### src/rtl/keypad_entry_if.sv
// Keypad entry bus: key stream and control from the encoder/control side,
// M:SS preset and load strobe toward the timer.
interface keypad_entry_if;
  logic [3:0] key_code;
  logic       key_valid;
  logic       enable;
  logic       clear_entry;
  logic       start_req;
  logic [3:0] mins;
  logic [3:0] sec_tens;
  logic [3:0] sec_ones;
  logic [1:0] digit_count;
  logic       entry_full;
  logic       load;

  modport master (
    output key_code, key_valid, enable, clear_entry, start_req,
    input  mins, sec_tens, sec_ones, digit_count, entry_full, load
  );

  modport slave (
    input  key_code, key_valid, enable, clear_entry, start_req,
    output mins, sec_tens, sec_ones, digit_count, entry_full, load
  );
endinterface

### src/rtl/keypad_entry.sv
// Keypad digit-entry receiver: debounced key accept into an M:SS preset, 1-cycle load strobe.
// All outputs registered (1-cycle latency); optional SEC_TENS_CLAMP_EN clamps sec_tens>5 to 5:9 on load.
module keypad_entry #(
  parameter int HOLDOFF = 4
) (
  input  logic           clk,
  input  logic           clr,
  keypad_entry_if.slave  kp
);

  typedef enum logic [1:0] {
    ARMED   = 2'd0,
    HELD    = 2'd1,
    RELEASE = 2'd2
  } state_t;

  state_t     state_q;
  logic [7:0] low_cnt_q;
  logic [8:0] low_cnt_inc;

  logic [3:0] mins_q, tens_q, ones_q;
  logic [3:0] mins_d, tens_d, ones_d;
  logic [1:0] count_q, count_d;
  logic       full_q, full_d;
  logic       loaded_q, loaded_d;
  logic       load_q, load_d;

  logic       start_go;
  logic       accept;

  assign low_cnt_inc = {1'b0, low_cnt_q} + 9'd1;

  always_comb begin
    start_go = kp.start_req && kp.enable && (count_q != 2'd0);
    accept   = (state_q == ARMED) && kp.key_valid && kp.enable &&
               (kp.key_code <= 4'd9) && (count_q != 2'd3);

    mins_d   = mins_q;
    tens_d   = tens_q;
    ones_d   = ones_q;
    count_d  = count_q;
    loaded_d = loaded_q;
    load_d   = 1'b0;

    if (kp.clear_entry) begin
      mins_d   = 4'd0;
      tens_d   = 4'd0;
      ones_d   = 4'd0;
      count_d  = 2'd0;
      loaded_d = 1'b0;
    end else if (start_go) begin
      // Digits are kept so the timer sees them alongside the strobe.
      load_d   = 1'b1;
      count_d  = 2'd0;
      loaded_d = 1'b1;
`ifdef SEC_TENS_CLAMP_EN
      if (tens_q > 4'd5) begin
        tens_d = 4'd5;
        ones_d = 4'd9;
      end
`endif
    end else if (accept) begin
      if (loaded_q) begin
        // First key after a load starts a fresh preset.
        mins_d   = 4'd0;
        tens_d   = 4'd0;
        ones_d   = kp.key_code;
        count_d  = 2'd1;
        loaded_d = 1'b0;
      end else begin
        mins_d  = tens_q;
        tens_d  = ones_q;
        ones_d  = kp.key_code;
        count_d = count_q + 2'd1;
      end
    end

    full_d = (count_d == 2'd3);
  end

  always_ff @(posedge clk or posedge clr) begin
    if (clr) begin
      state_q   <= ARMED;
      low_cnt_q <= 8'd0;
      mins_q    <= 4'd0;
      tens_q    <= 4'd0;
      ones_q    <= 4'd0;
      count_q   <= 2'd0;
      full_q    <= 1'b0;
      loaded_q  <= 1'b0;
      load_q    <= 1'b0;
    end else begin
      mins_q   <= mins_d;
      tens_q   <= tens_d;
      ones_q   <= ones_d;
      count_q  <= count_d;
      full_q   <= full_d;
      loaded_q <= loaded_d;
      load_q   <= load_d;

      // Every press is consumed by the FSM, accepted or not.
      unique case (state_q)
        ARMED: begin
          if (kp.key_valid) begin
            state_q <= HELD;
          end
        end
        HELD: begin
          if (!kp.key_valid) begin
            if (HOLDOFF == 1) begin
              state_q   <= ARMED;
              low_cnt_q <= 8'd0;
            end else begin
              state_q   <= RELEASE;
              low_cnt_q <= 8'd1;
            end
          end
        end
        RELEASE: begin
          if (kp.key_valid) begin
            state_q   <= HELD;
            low_cnt_q <= 8'd0;
          end else if (low_cnt_inc >= 9'(HOLDOFF)) begin
            // Re-arm on the edge that samples the HOLDOFF-th low cycle.
            state_q   <= ARMED;
            low_cnt_q <= 8'd0;
          end else begin
            low_cnt_q <= low_cnt_inc[7:0];
          end
        end
        default: begin
          state_q   <= ARMED;
          low_cnt_q <= 8'd0;
        end
      endcase
    end
  end

  assign kp.mins        = mins_q;
  assign kp.sec_tens    = tens_q;
  assign kp.sec_ones    = ones_q;
  assign kp.digit_count = count_q;
  assign kp.entry_full  = full_q;
  assign kp.load        = load_q;

endmodule

### src/flat_wrapper.sv
// flat-port wrapper written by rule: the top's interface ports become plain ports
module keypad_entry_flat 
#(
  parameter int HOLDOFF = 4
)
  (clk, clr, kp_key_code, kp_key_valid, kp_enable, kp_clear_entry, kp_start_req, kp_mins, kp_sec_tens, kp_sec_ones, kp_digit_count, kp_entry_full, kp_load);
  keypad_entry_if kp_i ();
  input  logic clk;
  input  logic clr;
  input wire logic [$bits(kp_i.key_code)-1:0] kp_key_code;
  input wire logic [$bits(kp_i.key_valid)-1:0] kp_key_valid;
  input wire logic [$bits(kp_i.enable)-1:0] kp_enable;
  input wire logic [$bits(kp_i.clear_entry)-1:0] kp_clear_entry;
  input wire logic [$bits(kp_i.start_req)-1:0] kp_start_req;
  output wire logic [$bits(kp_i.mins)-1:0] kp_mins;
  output wire logic [$bits(kp_i.sec_tens)-1:0] kp_sec_tens;
  output wire logic [$bits(kp_i.sec_ones)-1:0] kp_sec_ones;
  output wire logic [$bits(kp_i.digit_count)-1:0] kp_digit_count;
  output wire logic [$bits(kp_i.entry_full)-1:0] kp_entry_full;
  output wire logic [$bits(kp_i.load)-1:0] kp_load;
  assign kp_i.key_code = kp_key_code;
  assign kp_i.key_valid = kp_key_valid;
  assign kp_i.enable = kp_enable;
  assign kp_i.clear_entry = kp_clear_entry;
  assign kp_i.start_req = kp_start_req;
  assign kp_mins = kp_i.mins;
  assign kp_sec_tens = kp_i.sec_tens;
  assign kp_sec_ones = kp_i.sec_ones;
  assign kp_digit_count = kp_i.digit_count;
  assign kp_entry_full = kp_i.entry_full;
  assign kp_load = kp_i.load;
  keypad_entry #(.HOLDOFF(HOLDOFF)) u_core (.clk(clk), .clr(clr), .kp(kp_i));
endmodule
### config.mk
export PLATFORM = sky130hd
export DESIGN_NAME = keypad_entry_flat
export DESIGN_NICKNAME = d
export VERILOG_FILES = /design/src/rtl/keypad_entry_if.sv /design/src/rtl/keypad_entry.sv /design/src/flat_wrapper.sv
export SDC_FILE = /design/constraint.sdc
export NUM_CORES = 1
export LEC_CHECK = 0
export BUFFER_PORTS_ARGS = -buffer_cell sky130_fd_sc_hd__buf_4
export CORE_UTILIZATION = 52
export DETAILED_ROUTE_END_ITERATION = 8
export GPL_TIMING_DRIVEN = 0
export PLACE_DENSITY_LB_ADDON = 0.2
export SYNTH_ARGS = -nofsm -noshare
export SYNTH_HDL_FRONTEND = slang
export SYNTH_SLANG_ARGS = --single-unit
### constraint.sdc
create_clock -name clk -period 2.4 [get_ports clk]
set_clock_uncertainty 0.05 [all_clocks]
set_input_delay 0.48 -clock clk [delete_from_list [all_inputs] [get_ports clk]]
set_output_delay 0.48 -clock clk [all_outputs]
set_load 0.005 [all_outputs]
==> results by group <==
Clock network
  • Clock Latency Late Sink: 0.32 ns
  • # clock sinks: 27
  • CTS tree: yes
  • H-tree depth: 1
  • Max clock buf depth: 2
  • Post-CTS setup buffers: 0
  • Resized Gates After CTS: 0
  • Clock transition at path regs: 0.15 ns
  • Cts bufs inserted: 3
  • Post-CTS Hold Buffers: 0
  • Root Driver: clkbuf_4

Synthesis
  • Fraction of registers with async set/reset: 1.000
  • Netlist area before placement: 1230 µm²
  • Synth Area in Simple Gates: 0.1577
  • Net count after synthesis: 119
  • Area fraction in compound gates after synthesis: 0.1811
  • Mux cell area share after synthesis: 0
  • Post-Synth XOR/XNOR Area: 0
  • Main flop type after synthesis: dfrtp_1
  • Synth unique cells: 29
  • Synth Area per Inst: 12.18 µm²
  • #FFs+latches synth: 27
  • Adder-cell area share of the yosys netlist: 0.08138
  • Post-Syn Instances: 101
  • Post-synth EDFFs: 0
  • Synthesis Warnings: 0
  • Post-synthesis sequential area ratio: 0.5493
  • Combinational family with the most area after synthesis: compound AO/OA/AOI/OAI gates

Detailed routing
  • M1 wire length: 1054 µm
  • Initial DRC Count: 8
  • Post-route ant nets: 0
  • Vias: 858
  • DRC: 0
  • Drt first pass iters: 3
  • Via/cell ratio: 5.430
  • Met3 wire length: 49 µm
  • Top layer in use: met4
  • Met2 wire len: 1049 µm
  • Per-cell routed wire length: 13.93 µm
  • Total Wirelength: 2201 µm

STA
  • Slew Viols, Final: 0
  • RSZ-0062 raised after global routing: no
  • Fin crit period: 1.874 ns
  • Period Utilization, post-route: 0.7809
  • Final setup vio count: 0
  • Setup TNS: 0 ns
  • Final Hold Viols: 0
  • Worst Max-Slew Pin Slew: 0.9840 ns
  • WHS: 0.2410 ns
  • Max-Slew Margin vs Limit: 0.3433
  • Fmax achieved: 0.5336 GHz

Critical path
  • Worst-path maximum fanout: 10
  • Startpoint type of the worst setup path: flop
  • Crit path largest cell delay: 0.46 ns
  • WP buf/inv: 1
  • Slowest library cell on the worst path: dfrtp_1
  • Crit path required time: 2.58 ns
  • Cell family with most CP delay: compound AO/OA/AOI/OAI gates
  • Critical-path cell list: ha_1, and2b_1, nand4_4, o21ba_2, buf_6, a22o_1
  • CP Capture Type: flop
  • CP Class: reg2reg
  • Arrival time worst endpoint: 2.06 ns
  • Setup slack, reg-to-reg: 0.53 ns

Cells and area
  • Commonest non-fill, non-tap cell in the layout: dfrtp_1
  • Layout cells sized above 1: 0.2692
  • Most frequent cells in the layout: 27 x dfrtp_1, 25 x buf_4, 12 x a22o_1, 8 x and2_1, 8 x ha_1
  • Nets: 149
  • Cell area after layout: 1480 µm²
  • N_diodes: 0
  • Area Overhead vs Synth: 20.35%

Floorplanning
  • Initial Utilization: 0.5560
  • I/O Pins: 26
  • Die Height: 50.64 µm
  • # rows: 17
  • Die Footprint: 2564 µm²
  • Horiz. Die Dim: 50.64 µm
  • Core region area: 2212 µm²

Power
  • Sw frac: 0.3340
  • Pleak: 0.7521 nW
  • Comb pwr share: 0.292
  • Net Sw Power: 340.2 µW
  • Power per standard cell area: 688.2 nW/µm²
  • Internal power: 678.4 µW
  • Part of the power in registers: 0.515
  • Clock network power share: 0.193
  • Maximum VDD drop: 0.4409 mV
  • Pwr Total: 1.019 mW

Global route
  • Initial antenna violation count: 0
  • Total GRT Usage: 0.2078
  • Global-route wire length before repair: 3836 µm
  • Largest net degree at the start of global routing: 28
  • Vias in the first global route: 817
  • Total congestion overflow: 0

Place
  • GPL Wtd Cong: 0.7934
  • Placement-stage cell area: 1453 µm²
  • Port Buffers: 25
  • Dpl hpwl: 1616 µm

Flow run
  • Max Cap Violations: 0

Run status
  • Outcome: complete, no violations

Hold path
  • Hold crit path type: in2reg
==> power by group through the flow <==
stage / sequential [mW] / clock [mW] / combinational (mW)
after global routing: 0.531 / 0.220 / 0.340
after global placement: 0.531 / 0 / 0.288
final: 0.524 / 0.197 / 0.298
after CTS: 0.525 / 0.202 / 0.299
after detailed placement: 0.533 / 0 / 0.298
after floorplan: 0.524 / 0 / 0.220
==> through the flow <==
stage / util / cells / setup slack [ns]
global placement: 0.6567 / 154 / 0.5746
global route: 0.6691 / 158 / 0.4192
detailed placement: 0.6567 / 154 / 0.5471
floorplan: - / 101 / 0.6664
finish: 0.6691 / 158 / 0.5258
CTS: 0.6691 / 158 / 0.5176
==> flip-flops by register name, summed over array words and instances (netlist names) <==
name and cells:
u_core.kp.sec_tens 4, u_core.kp.sec_ones 4, u_core.state_q 2, u_core.kp.mins 4
u_core.loaded_q 1, u_core.kp.load 1, u_core.kp.digit_count 2, u_core.kp.entry_full 1
u_core.low_cnt_q 8
==> area by class of cell <==
type / count / area [µm²]
Sequential cell: 27 / 675.6
Buffer: 1 / 11.26
Inverter: 7 / 26.28
Clock inverter: 1 / 5.005
Tap cell: 28 / 35.03
Fill cell: 176 / 732.0
Multi-Input combinational cell: 66 / 516.7
Clock buffer: 3 / 22.52
Timing Repair Buffer: 25 / 187.7
==> cells in the mapped netlist, types with 2 or more instances <==
master	count	area (µm²)
dfrtp_1	27	675.7
nor2_1	6	22.52
inv_1	7	26.28
a22o_1	12	105.1
nand3b_1	3	22.52
nand2_1	5	18.77
o31ai_1	2	15.01
ha_1	8	100.1
o21ba_2	2	20.02
and2_1	8	50.05
a21oi_1	3	15.01
==> cells by family (layout without fill, tap and decap cells) <==
kind of cell	after synthesis	count (layout)
AOI/OAI and AO/OA	27	27
DFF	27	27
adders and majority gates	8	8
buffers and inverters	8	37
and+or+nand+nor	31	31
==> per-layer routing <==
| metal | vias to the layer above | track usage |
|---|---|---|
| met5 | - | 0 |
| li1 | 420 | - |
| met3 | 4 | 0.02727 |
| met2 | 14 | 0.3156 |
| met1 | 420 | 0.2880 |
| met4 | 0 | 0.1111 |
==> final timing paths <==
check | start | end | depth (start not counted)
setup / recovery | u_core.kp.digit_count[0]$_DFF_PP0_ | u_core.kp.mins[0]$_DFFE_PP0P_ | 6
hold / removal | kp_clear_entry | u_core.kp.load$_DFF_PP0_ | 2
hold reg to reg | u_core.low_cnt_q[3]$_DFFE_PP0P_ | u_core.low_cnt_q[3]$_DFFE_PP0P_ | 1
max in group asynchronous | clr | u_core.low_cnt_q[3]$_DFFE_PP0P_ | 2
setup reg to reg | u_core.kp.digit_count[0]$_DFF_PP0_ | u_core.kp.mins[0]$_DFFE_PP0P_ | 6
min in group asynchronous | clr | u_core.kp.sec_tens[3]$_DFFE_PP0P_ | 2
Power figures use the tool's default switching activity.
